### src/rtl/block_dispatcher.sv
// Kernel block dispatcher: splits a launch into THREADS_PER_CORE-sized blocks and feeds idle cores one per cycle.
// Optional macro DISPATCH_PERF_EN adds a saturating stall_cycles counter output.
module block_dispatcher #(
  parameter int NUM_CORES        = 2,
  parameter int THREADS_PER_CORE = 2,
  parameter int TC_WIDTH         = 8
) (
  input  logic                                              clk,
  input  logic                                              reset,
  input  logic                                              start,
  input  logic [TC_WIDTH-1:0]                               thread_count,
  output logic [NUM_CORES-1:0]                              core_start,
  output logic [NUM_CORES*TC_WIDTH-1:0]                     core_block_id,
  output logic [NUM_CORES*$clog2(THREADS_PER_CORE+1)-1:0]   core_thread_count,
  input  logic [NUM_CORES-1:0]                              core_done,
  output logic                                              busy,
  output logic                                              done,
  output logic [TC_WIDTH-1:0]                               blocks_dispatched,
  output logic [TC_WIDTH-1:0]                               blocks_completed
`ifdef DISPATCH_PERF_EN
  ,
  output logic [31:0]                                       stall_cycles
`endif
);

  localparam int CNT_W = $clog2(THREADS_PER_CORE + 1);
  localparam logic [TC_WIDTH-1:0] TPC_TC  = TC_WIDTH'(THREADS_PER_CORE);
  localparam logic [CNT_W-1:0]    TPC_CNT = CNT_W'(THREADS_PER_CORE);

  typedef enum logic [1:0] {S_IDLE, S_DISPATCH, S_WAIT, S_DONE} state_t;

  state_t                state, state_nxt;
  logic [TC_WIDTH-1:0]   total_blocks, total_nxt, tc_quo, tc_rem;
  logic [CNT_W-1:0]      last_cnt, last_cnt_nxt, issue_cnt;
  logic [NUM_CORES-1:0]  core_busy, valid_done, grant;
  logic [TC_WIDTH-1:0]   id_q  [NUM_CORES];
  logic [CNT_W-1:0]      cnt_q [NUM_CORES];
  logic                  accept, pending, dispatch, found;
  logic [TC_WIDTH-1:0]   dispatched_nxt, completed_nxt;

  function automatic logic [TC_WIDTH-1:0] popcount(input logic [NUM_CORES-1:0] v);
    logic [TC_WIDTH-1:0] n;
    n = '0;
    for (int i = 0; i < NUM_CORES; i++) n = n + TC_WIDTH'(v[i]);
    return n;
  endfunction

  function automatic logic [31:0] sat_inc(input logic [31:0] v);
    return (&v) ? v : v + 32'd1;
  endfunction

  // Launch decode, dispatch arbitration and FSM next state
  always_comb begin
    accept       = start && (state == S_IDLE || state == S_DONE);
    tc_quo       = thread_count / TPC_TC;
    tc_rem       = thread_count % TPC_TC;
    total_nxt    = tc_quo + TC_WIDTH'(tc_rem != '0);
    last_cnt_nxt = (tc_rem == '0) ? TPC_CNT : CNT_W'(tc_rem);

    pending = (state == S_DISPATCH) && (blocks_dispatched < total_blocks);
    grant   = '0;
    found   = 1'b0;
    for (int i = 0; i < NUM_CORES; i++) begin
      if (!found && !core_busy[i]) begin
        grant[i] = pending;
        found    = 1'b1;
      end
    end
    dispatch  = |grant;
    issue_cnt = (blocks_dispatched == total_blocks - TC_WIDTH'(1)) ? last_cnt : TPC_CNT;

    // Completions from cores that hold no block are stray and dropped
    valid_done     = core_done & core_busy;
    completed_nxt  = blocks_completed + popcount(valid_done);
    dispatched_nxt = blocks_dispatched + TC_WIDTH'(dispatch);

    state_nxt = state;
    case (state)
      S_IDLE, S_DONE: if (start) state_nxt = (thread_count == '0) ? S_DONE : S_DISPATCH;
      S_DISPATCH:     if (dispatched_nxt == total_blocks) state_nxt = S_WAIT;
      S_WAIT:         if (completed_nxt == total_blocks) state_nxt = S_DONE;
      default:        state_nxt = S_IDLE;
    endcase
  end

  // Outputs: a fresh assignment is visible in the same cycle as its core_start pulse
  always_comb begin
    core_start        = grant;
    core_block_id     = '0;
    core_thread_count = '0;
    for (int i = 0; i < NUM_CORES; i++) begin
      core_block_id[i*TC_WIDTH +: TC_WIDTH] = grant[i] ? blocks_dispatched : id_q[i];
      core_thread_count[i*CNT_W +: CNT_W]   = grant[i] ? issue_cnt : cnt_q[i];
    end
    busy = (state == S_DISPATCH) || (state == S_WAIT);
    done = (state == S_DONE);
  end

  // Control and held assignment registers
  always_ff @(posedge clk) begin
    if (!reset) begin
      state             <= S_IDLE;
      blocks_dispatched <= '0;
      blocks_completed  <= '0;
      core_busy         <= '0;
      for (int i = 0; i < NUM_CORES; i++) begin
        id_q[i]  <= '0;
        cnt_q[i] <= '0;
      end
    end else begin
      state <= state_nxt;
      if (accept) begin
        blocks_dispatched <= '0;
        blocks_completed  <= '0;
      end else begin
        blocks_dispatched <= dispatched_nxt;
        blocks_completed  <= completed_nxt;
      end
      core_busy <= (core_busy & ~valid_done) | grant;
      for (int i = 0; i < NUM_CORES; i++) begin
        if (grant[i]) begin
          id_q[i]  <= blocks_dispatched;
          cnt_q[i] <= issue_cnt;
        end
      end
    end
  end

  // Launch geometry, only consulted after an accepted start
  always_ff @(posedge clk) begin
    if (accept) begin
      total_blocks <= total_nxt;
      last_cnt     <= last_cnt_nxt;
    end
  end

`ifdef DISPATCH_PERF_EN
  always_ff @(posedge clk) begin
    if (!reset) stall_cycles <= '0;
    else if (accept) stall_cycles <= '0;
    else if (pending && (&core_busy)) stall_cycles <= sat_inc(stall_cycles);
  end
`endif

endmodule

### config.mk
export PLATFORM = sky130hd
export DESIGN_NAME = block_dispatcher
export DESIGN_NICKNAME = d
export VERILOG_FILES = /design/src/rtl/block_dispatcher.sv
export SDC_FILE = /design/constraint.sdc
export NUM_CORES = 1
export LEC_CHECK = 0
export ABC_CLOCK_PERIOD_IN_PS = 3230
export CAP_MARGIN = 10
export CELL_PAD_IN_SITES_DETAIL_PLACEMENT = 2
export CELL_PAD_IN_SITES_GLOBAL_PLACEMENT = 2
export CORE_MARGIN = 3
export CORE_UTILIZATION = 31
export DETAILED_ROUTE_END_ITERATION = 10
export MAX_ROUTING_LAYER = met4
export PLACE_DENSITY_LB_ADDON = 0.1
export SLEW_MARGIN = 20
export SYNTH_ARGS = -nofsm -noshare
export SYNTH_HDL_FRONTEND = slang
export SYNTH_SLANG_ARGS = --single-unit
### constraint.sdc
create_clock -name clk -period 3.23 [get_ports clk]
set_input_delay 0.646 -clock clk [delete_from_list [all_inputs] [get_ports clk]]
set_output_delay 0.646 -clock clk [all_outputs]
set_load 0.005 [all_outputs]
Word level (Yosys, flattened, before mapping)
Memories as Yosys holds them, arrays and structs flattened.
Index checks and enable logic that the tools add are counted.
Storage, ports and cells
  output and inout bits: 40
  bits in writable memories: 20
  memories kept: 2
  bits of input ports: 13
  flip-flop bits (word level): 30
Cells by class
  reductions and logical operators: 13
  bitwise operators: 9
  order comparisons: 1
  mux-type cells: 24
  eq/ne operators: 9
  add/subtract/negate cells: 5
Memory list
  id_q: words 2, bits a word 8, rd ports 2, clocked after Yosys merged registers in 0, wr ports 2, line 36  | logic [TC_WIDTH-1:0] id_q [NUM_CORES];
  cnt_q: words 2, bits a word 2, rd ports 2, clocked after Yosys merged registers in 0, wr ports 2, line 37  | logic [CNT_W-1:0] cnt_q [NUM_CORES];
Operators by type and width (count)
  $mux W8: 4
  $eq A8 B8 Y1: 3
  $mux W2: 10
  $logic_not A8 Y1: 2
  $mux W1: 9
  $add A7 B1 Y8: 1
  $add A8 B1 Y8: 1
  $add A8 B2 Y8: 1
  $lt A8 B8 Y1: 1
  $sub A8 B1 Y8 const B: 1
  $pmux W2 S3: 1
  $reduce_or A2 Y1: 3
  $and A2 B2 Y2: 2
  $eq A2 B2 Y1 const B: 2
  $ne A2 B2 Y1 const B: 2
  $or A1 B1 Y1: 4
  $logic_and A1 B1 Y1: 3
  $reduce_and A3 Y1: 1
  $add A1 B1 Y2: 1
  $eq A2 B1 Y1 const B: 1
  $logic_not A2 Y1: 1
  $logic_or A1 B1 Y1: 2
  $ne A2 B1 Y1 const B: 1
  $not A2 Y2: 1
  3 further kinds: 3

Longest topological paths before layout
Gate-level depths: netlist of the first run.
  depth after elaboration: 8
  gate-level depth with buffers: 18

Least setup slack after synthesis of the first run
No wires, ideal clock.
  kind: register to register
  start point: register total_blocks[1]
  end point: register state[0]
  path buffers: 0
  data arrival time: 3376 ps
  cell stages (with the launch flop): 19
  setup slack: -217 ps
  library setup time: 72 ps
  path through: edfxtp_1 -> inv_1 -> ha_1 -> nor2b_1 -> o21a_1 -> o21a_1 -> o21a_1 -> o2111ai_2 -> nand2_1 -> a21oi_1 -> ha_1 -> ha_1 -> nand3_2 -> nor2_1 -> xnor3_1 -> o41ai_2 -> o211ai_1 -> nor3_2 -> mux2i_1
On the way
  longest elaborated chain between the ends: 8
  elaborated cells on any way between the ends: 11
  classes of those cells: add/sub: 1; order compare: 1; eq/ne: 4; mux: 2; reduce/logical: 3
Ends and longest elaborated chain
  start: declaration: line 33  | logic [TC_WIDTH-1:0] total_blocks, total_nxt, tc_quo, tc_rem;
  start signal: assignment: line 132  | total_blocks <= total_nxt;
  $lt A8 B8 Y1: line 60  | pending = (state == S_DISPATCH) && (blocks_dispatched < total_blocks);
  $logic_and A1 B1 Y1: line 60
  $mux W1: line 64  | if (!found && !core_busy[i]) begin
  $reduce_or A2 Y1: line 69  | dispatch = |grant;
  $add A8 B1 Y8: line 75  | dispatched_nxt = blocks_dispatched + TC_WIDTH'(dispatch);
  $eq A8 B8 Y1: line 80  | S_DISPATCH: if (dispatched_nxt == total_blocks) state_nxt = S_WAIT;
  $ne A2 B1 Y1 (no source line)
  $reduce_and A3 Y1 (no source line) (*)
  end signal: assignment: line 111  | state <= state_nxt;
  end: declaration: line 32  | state_t state, state_nxt;
Every way passes the cells marked *; elsewhere a longest branch is shown, timed or not.
A chain may end at the register's enable or synchronous reset.

Worst setup path after layout of the first run
  start point: register total_blocks[1]
  end point: output port core_block_id[13]
On the way
  longest elaborated chain between the ends: 4
Ends and longest elaborated chain
  $lt A8 B8 Y1: line 60
  $logic_and A1 B1 Y1: line 60
  $mux W1: line 64
  $mux W8: line 92  | core_block_id[i*TC_WIDTH +: TC_WIDTH] = grant[i] ? blocks_dispatched : id_q[i];
  end: declaration: line 13  | output logic [NUM_CORES*TC_WIDTH-1:0] core_block_id,
No other way between the ends.

==> impl_metrics.tcl, run 1 <==
set metrics [dict create \
    run_status "finished with violations" \
    violations "negative setup slack" \
    dieArea_sq_um 11020 \
    via_count 2437 \
    cp.buffers_inverters 6 \
    ir_drop_mv 0.2132 \
    synthesis.nets 312 \
    ys_seq_elements 50 \
    clk_latency_ps 310 \
    htree_levels 2 \
    worstPathMaxFanout 3 \
    grt-ovfl-total 0 \
    cts.sinks 50 \
    period_minus_slack_ps 3645 \
    pre_cts_ws_ps -465.8 \
    cts_tree "built" \
    fillers 1006 \
    drc 0 \
    io_pins 53 \
    worst_pin_slew_ps 508.4 \
    synth_area_sq_um 3037 \
    antenna-diode-count 0 \
    powerDensity_nw_per_um2 521.3 \
    worst_clock_skew_ps 20.48 \
    fmaxAchievable_mhz 274.3 \
    ys.warnings.count 0 \
    synth_edf_count 30 \
    drt_iter0_markers 44 \
    drv_slew 0 \
    critical_path.top_delay_family "buffers and inverters" \
    post-route-period-util 1.129 \
    place_congestion 0.7871 \
    wire_per_inst_um 18.08 \
    synthCells 279 \
    routed_wl_um 9274 \
    grt_pass1_wl_um 15010 \
    p_total_mw 2.246 \
    crit_required_ps 2580 \
    grt_usage 0.1780 \
    synthArstFlopShare 0 \
    cts.clk_slew.worst_paths_ps 110 \
    hp-class "reg -> reg" \
    die_y_um 105.0 \
    drtPass1Iterations 4 \
    area_delta_synth_final_pct 41.90 \
    antenna_found_initial 0 \
    p_leak_nw 1.805 \
    io_buffers 52 \
    cts_inserted_buffers 5 \
    fp-row-count 35 \
    startpoint_type "register" \
    final_nets 416 \
    yosys.cell_types.count 53 \
    mostFrequentLayoutCells "42 x buf_4, 30 x edfxtp_1, 30 x clkdlybuf4s50_1, 28 x buf_6, 23 x xnor2_1" \
    cts_max_path_buffers 2 \
    worstPathCellList "inv_2, ha_4, nor2b_4, o21a_1, o21a_1, o21a_1, o2111ai_2, buf_4, and4b_2, buf_6, buf_12, buf_6, mux2_4, buf_6" \
    cp_slowest_cell "edfxtp_1" \
    start_util 0.3240 \
    final_area_sq_um 4309 \
    synth.area.top_cells "edfxtp_1 30%, dfxtp_1 13%, ha_1 7.8%, xnor2_1 6.9%, mux2_2 6.3%" \
    die_x_um 105.0 \
    arrival_ps 3000 \
    cap_violations 0 \
    cpPeakStageDelay_ps 420 \
    seq_area_frac_synth 0.4285 \
    slew_headroom 0.6602 \
    viasPerCell 4.750 \
    antenna_left 0 \
    drive_gt1_frac 0.3333 \
    core_region_area_sq_um 9371 \
    synth_top_area_cell "edfxtp_1" \
    setup_ws_ps -415.3 \
    avgSynthCellArea_sq_um 10.88 \
    postCtsHoldBufs 0 \
    final_common_cell "buf_4" \
    grt_pass1_vias 2688 \
    setup_viol 24 \
    worst-setup-path-type "reg -> out" \
    dpl.hpwl_um 7049 \
    synth_top_area_share 0.2967 \
    hold_viol_final 0 \
    grt_max_degree 17 \
    end_kind "primary output" \
    synth-main-ff-cell "edfxtp_1" \
    place_area_sq_um 3925 \
    clockRootBuffer "clkbuf_8" \
    rsz0062_at_grt "yes" \
]
-- cells by family (layout without fill, tap and decap cells) --
logic type	Yosys count	in the layout	synth area share
compound gates	26	26	0.06552
xor+xnor	42	42	0.1306
fa+ha+maj	20	20	0.08488
buf+inv	34	139	0.06098
flops	50	50	0.4285
mux	21	21	0.07664
simple gates	86	86	0.1529
-- power by group --
part	leakage (nW)	total [mW]	internal, mW	switching [mW]
combinational	1.29	1.02	0.541	0.475
sequential	0.466	0.845	0.781	0.0641
clock	0.0456	0.385	0.155	0.229
-- final cells by class --
type                       count  area, sq um  area share
multi-input combinational    195         1668      0.3871
timing repair buffer         112         1021      0.2369
inverter                      19        71.32     0.01655
clock inverter                 2        13.76    0.003194
clock buffer                   6        72.57     0.01684
tap                          129        161.4     0.03746
sequential                    50         1301      0.3020
-- metrics by stage --
stage	hold slack [ps]	util	setup TNS (ps)	instances
after floorplan	484.8	-	-92.01	279
after global placement	509.8	0.4188	-3406	482
after detailed placement	557.6	0.4188	-5588	482
after CTS	570.0	0.4519	-6073	509
after global routing	613.1	0.4598	-10370	513
final	550.8	0.4598	-6973	513
-- final timing paths --
check / from / to / slack [ps] / cells past startpoint
hold reg to reg: state[0] / state[0] / 550 / 2
setup / recovery: total_blocks[1] / core_block_id[13] / -420 / 14
setup reg to reg: total_blocks[1] / state[0] / -330 / 18
hold / removal: state[0] / state[0] / 550 / 2
-- flip-flops by register name, summed over array words and instances (netlist names) --
name / cells
blocks_dispatched: 8
state: 2
last_cnt: 2
cnt_q: 4
core_busy: 2
total_blocks: 8
id_q: 16
blocks_completed: 8
-- worst min-delay path, delay by kind of cell, from the launching register on --
family	cells	cell delay, ps
AND/OR/NAND/NOR	1	80
flip-flops	1	360
multiplexers	1	60
-- cells in the mapped netlist (all sizes together), types with 2 or more instances --
| cell | instances |
|---|---|
| nand3 | 14 |
| mux2 | 18 |
| clkbuf | 8 |
| nor2 | 20 |
| nor3 | 4 |
| a211o | 2 |
| nand2b | 4 |
| xnor2 | 24 |
| nand4 | 3 |
| ha | 19 |
| o21ai | 4 |
| mux2i | 3 |
| inv | 19 |
| nor4 | 3 |
| nand2 | 12 |
| and3 | 6 |
| dfxtp | 20 |
| edfxtp | 30 |
| o21a | 4 |
| xor2 | 17 |
| buf | 7 |
| nor2b | 3 |
| a21oi | 5 |
| and2 | 11 |
-- repair_timing --
item | 4_1_cts | 5_1_grt
buffers inserted | 19 | 5
pin swaps | 2 | 1
setup endpoints to repair | 25 | 26
resized for setup | 97 | 32
gates cloned | 0 | 0
-- layer usage --
metal | track usage | wire, um | vias to the layer above
li1 | - | - | 1177
met1 | 0.2377 | 4444 | 1221
met2 | 0.2933 | 4593 | 32
met3 | 0.01791 | 153 | 7
met4 | 0.03936 | 82 | 0
met5 | - | 0 | -
Power figures use the tool's default switching activity.
==> run 2: changes to the inputs <==
--- a/config.mk
+++ b/config.mk
@@ -9,11 +9,12 @@
 export CAP_MARGIN = 10
 export CELL_PAD_IN_SITES_DETAIL_PLACEMENT = 2
 export CELL_PAD_IN_SITES_GLOBAL_PLACEMENT = 2
-export CORE_MARGIN = 3
+export CORE_MARGIN = 1.5
 export CORE_UTILIZATION = 31
 export DETAILED_ROUTE_END_ITERATION = 10
 export MAX_ROUTING_LAYER = met4
 export PLACE_DENSITY_LB_ADDON = 0.1
+export REMOVE_ABC_BUFFERS = 1
 export SLEW_MARGIN = 20
 export SYNTH_ARGS = -nofsm -noshare
 export SYNTH_HDL_FRONTEND = slang
==> impl_metrics.tcl, run 2 (synthesis results as in run 1) <==
set metrics [dict create \
    run_status "finished with violations" \
    violations "negative setup slack" \
    drive_gt1_frac 0.3237 \
    register_area_sq_um 1301 \
    cts.sinks 50 \
    place_area_sq_um 3915 \
    cpPeakStageDelay_ps 430 \
    netSwitchingFraction 0.3337 \
    mostFrequentLayoutCells "45 x buf_4, 30 x edfxtp_1, 30 x clkdlybuf4s50_1, 24 x xnor2_1, 21 x buf_6" \
    end_kind "register" \
    slew_headroom 0.5992 \
    pwr-share-seq 0.362 \
    antenna_left 0 \
    final_common_cell "buf_4" \
    clk_latency_ps 320 \
    fmaxAchievable_mhz 268.0 \
    setup_ws_ps -501.2 \
    p_total_mw 2.310 \
    worst_clock_skew_ps 5.142 \
    grt-ovfl-total 0 \
    hold_viol_final 0 \
    via_count 2416 \
    postCtsHoldBufs 0 \
    fillers 1000 \
    worstPathCellList "inv_2, ha_4, nor2b_4, o21a_1, o21a_1, o21a_1, o2111ai_2, buf_4, nand2_2, a21oi_4, ha_4, ha_4, xnor2_1, nand3_1, o41ai_2, o211ai_1, nor3_2, mux2i_1" \
    worstPathMaxFanout 2 \
    core_region_area_sq_um 9371 \
    cts_max_path_buffers 2 \
    drc 0 \
    drtPass1Iterations 4 \
    worst-setup-path-type "reg -> reg" \
    fp-row-count 35 \
    io_pins 53 \
    place_congestion 0.7412 \
    post-route-period-util 1.155 \
    p_clk_frac 0.199 \
    grt_pass1_vias 2641 \
    crit_required_ps 3480 \
    largest_register_ffs 16 \
    routed_wl_um 8967 \
    die_y_um 102.0 \
    io_buffers 52 \
    cap_violations 0 \
    startpoint_type "register" \
    p_switching_mw 0.7707 \
    share_comb_of_total_power 0.439 \
    setup_viol 23 \
    cts_tree "built" \
    cts_inserted_buffers 5 \
    grt_pass1_wl_um 14070 \
    final_area_sq_um 4282 \
    drt_iter0_markers 65 \
    multi_input_area_sq_um 1673 \
    dieArea_sq_um 10400 \
    whs_ps 534.9 \
    final_nets 412 \
    cts.clk_slew.worst_paths_ps 100 \
    die_x_um 102.0 \
    worst_pin_slew_ps 599.4 \
    wire_per_inst_um 17.62 \
    ir_drop_mv 0.2537 \
    p_leak_nw 1.773 \
    drv_slew 0 \
    antenna_found_initial 0 \
    rsz0062_at_grt "yes" \
    htree_levels 2 \
    grt_max_degree 16 \
    start_util 0.3240 \
    clockRootBuffer "clkbuf_8" \
    viasPerCell 4.747 \
    hp-class "reg -> reg" \
    powerDensity_nw_per_um2 539.4 \
    period_minus_slack_ps 3731 \
    cp_slowest_cell "edfxtp_1" \
    dpl.hpwl_um 6665 \
    area_delta_synth_final_pct 41.00 \
    grt_usage 0.1883 \
    p_int_mw 1.539 \
    antenna-diode-count 0 \
    regMostFlops "id_q" \
    arrival_ps 3980 \
    r2r_slack_ps -500 \
]
## run 2: worst max-delay path: cells and delay by family, from the launching register on
family / cells / cell delay [ps]
DFF: 1 / 430
AOI/OAI and AO/OA: 7 / 1380
buffers and inverters: 2 / 260
xor gates and xnor gates: 1 / 200
adders and majority gates: 3 / 580
muxes: 1 / 210
and+or+nand+nor: 4 / 600
## run 2: final cells by class
type / instances / area share
flip-flops and latches: 50 / 0.3039
multi-input cells: 195 / 0.3907
clock inverters: 2 / 0.008767
clock buffers: 6 / 0.01695
well taps: 129 / 0.03770
repair buffers: 108 / 0.2253
inverters: 19 / 0.01666
## run 2: worst paths after layout
path / start / end / depth (start not counted)
worst max-delay path: total_blocks[1] / state[0] / 18
worst min-delay path: state[0] / state[0] / 2
worst max register to register: total_blocks[1] / state[0] / 18
worst min register to register: state[0] / state[0] / 2
## run 2: through the flow
| step | setup TNS [ps] | util | cells | worst slack, ps |
|---|---|---|---|---|
| after floorplan | -463.4 | - | 264 | -233.0 |
| after global placement | -4472 | 0.4178 | 483 | -379.7 |
| after detailed placement | -6795 | 0.4178 | 483 | -561.5 |
| after CTS | -10120 | 0.4533 | 506 | -524.9 |
| after global routing | -9302 | 0.4569 | 509 | -710.3 |
| final | -6505 | 0.4569 | 509 | -501.2 |
## run 2: repair_timing
action,CTS,global route
setup buffers,14,7
endpoints found under the hold margin,0,0
resized for setup,97,33
pin swaps,7,8
endpoints found under the setup margin,24,36
cloned,1,0
## run 2: power by group through the flow
stage,registers (mW),clock network [mW],logic [mW]
6_report,0.836,0.459,1.01
3_3_place_gp,0.844,0,0.860
5_1_grt,0.849,0.495,1.10
4_1_cts,0.837,0.472,0.988
2_1_floorplan,0.850,0,0.451
3_5_place_dp,0.850,0,0.897
## run 2: metal layers
layer  global-route usage  wire length, um
met1               0.2189             3792
met3              0.02052              226
met2               0.3434             4856
met4              0.05058               92
met5                    -                0
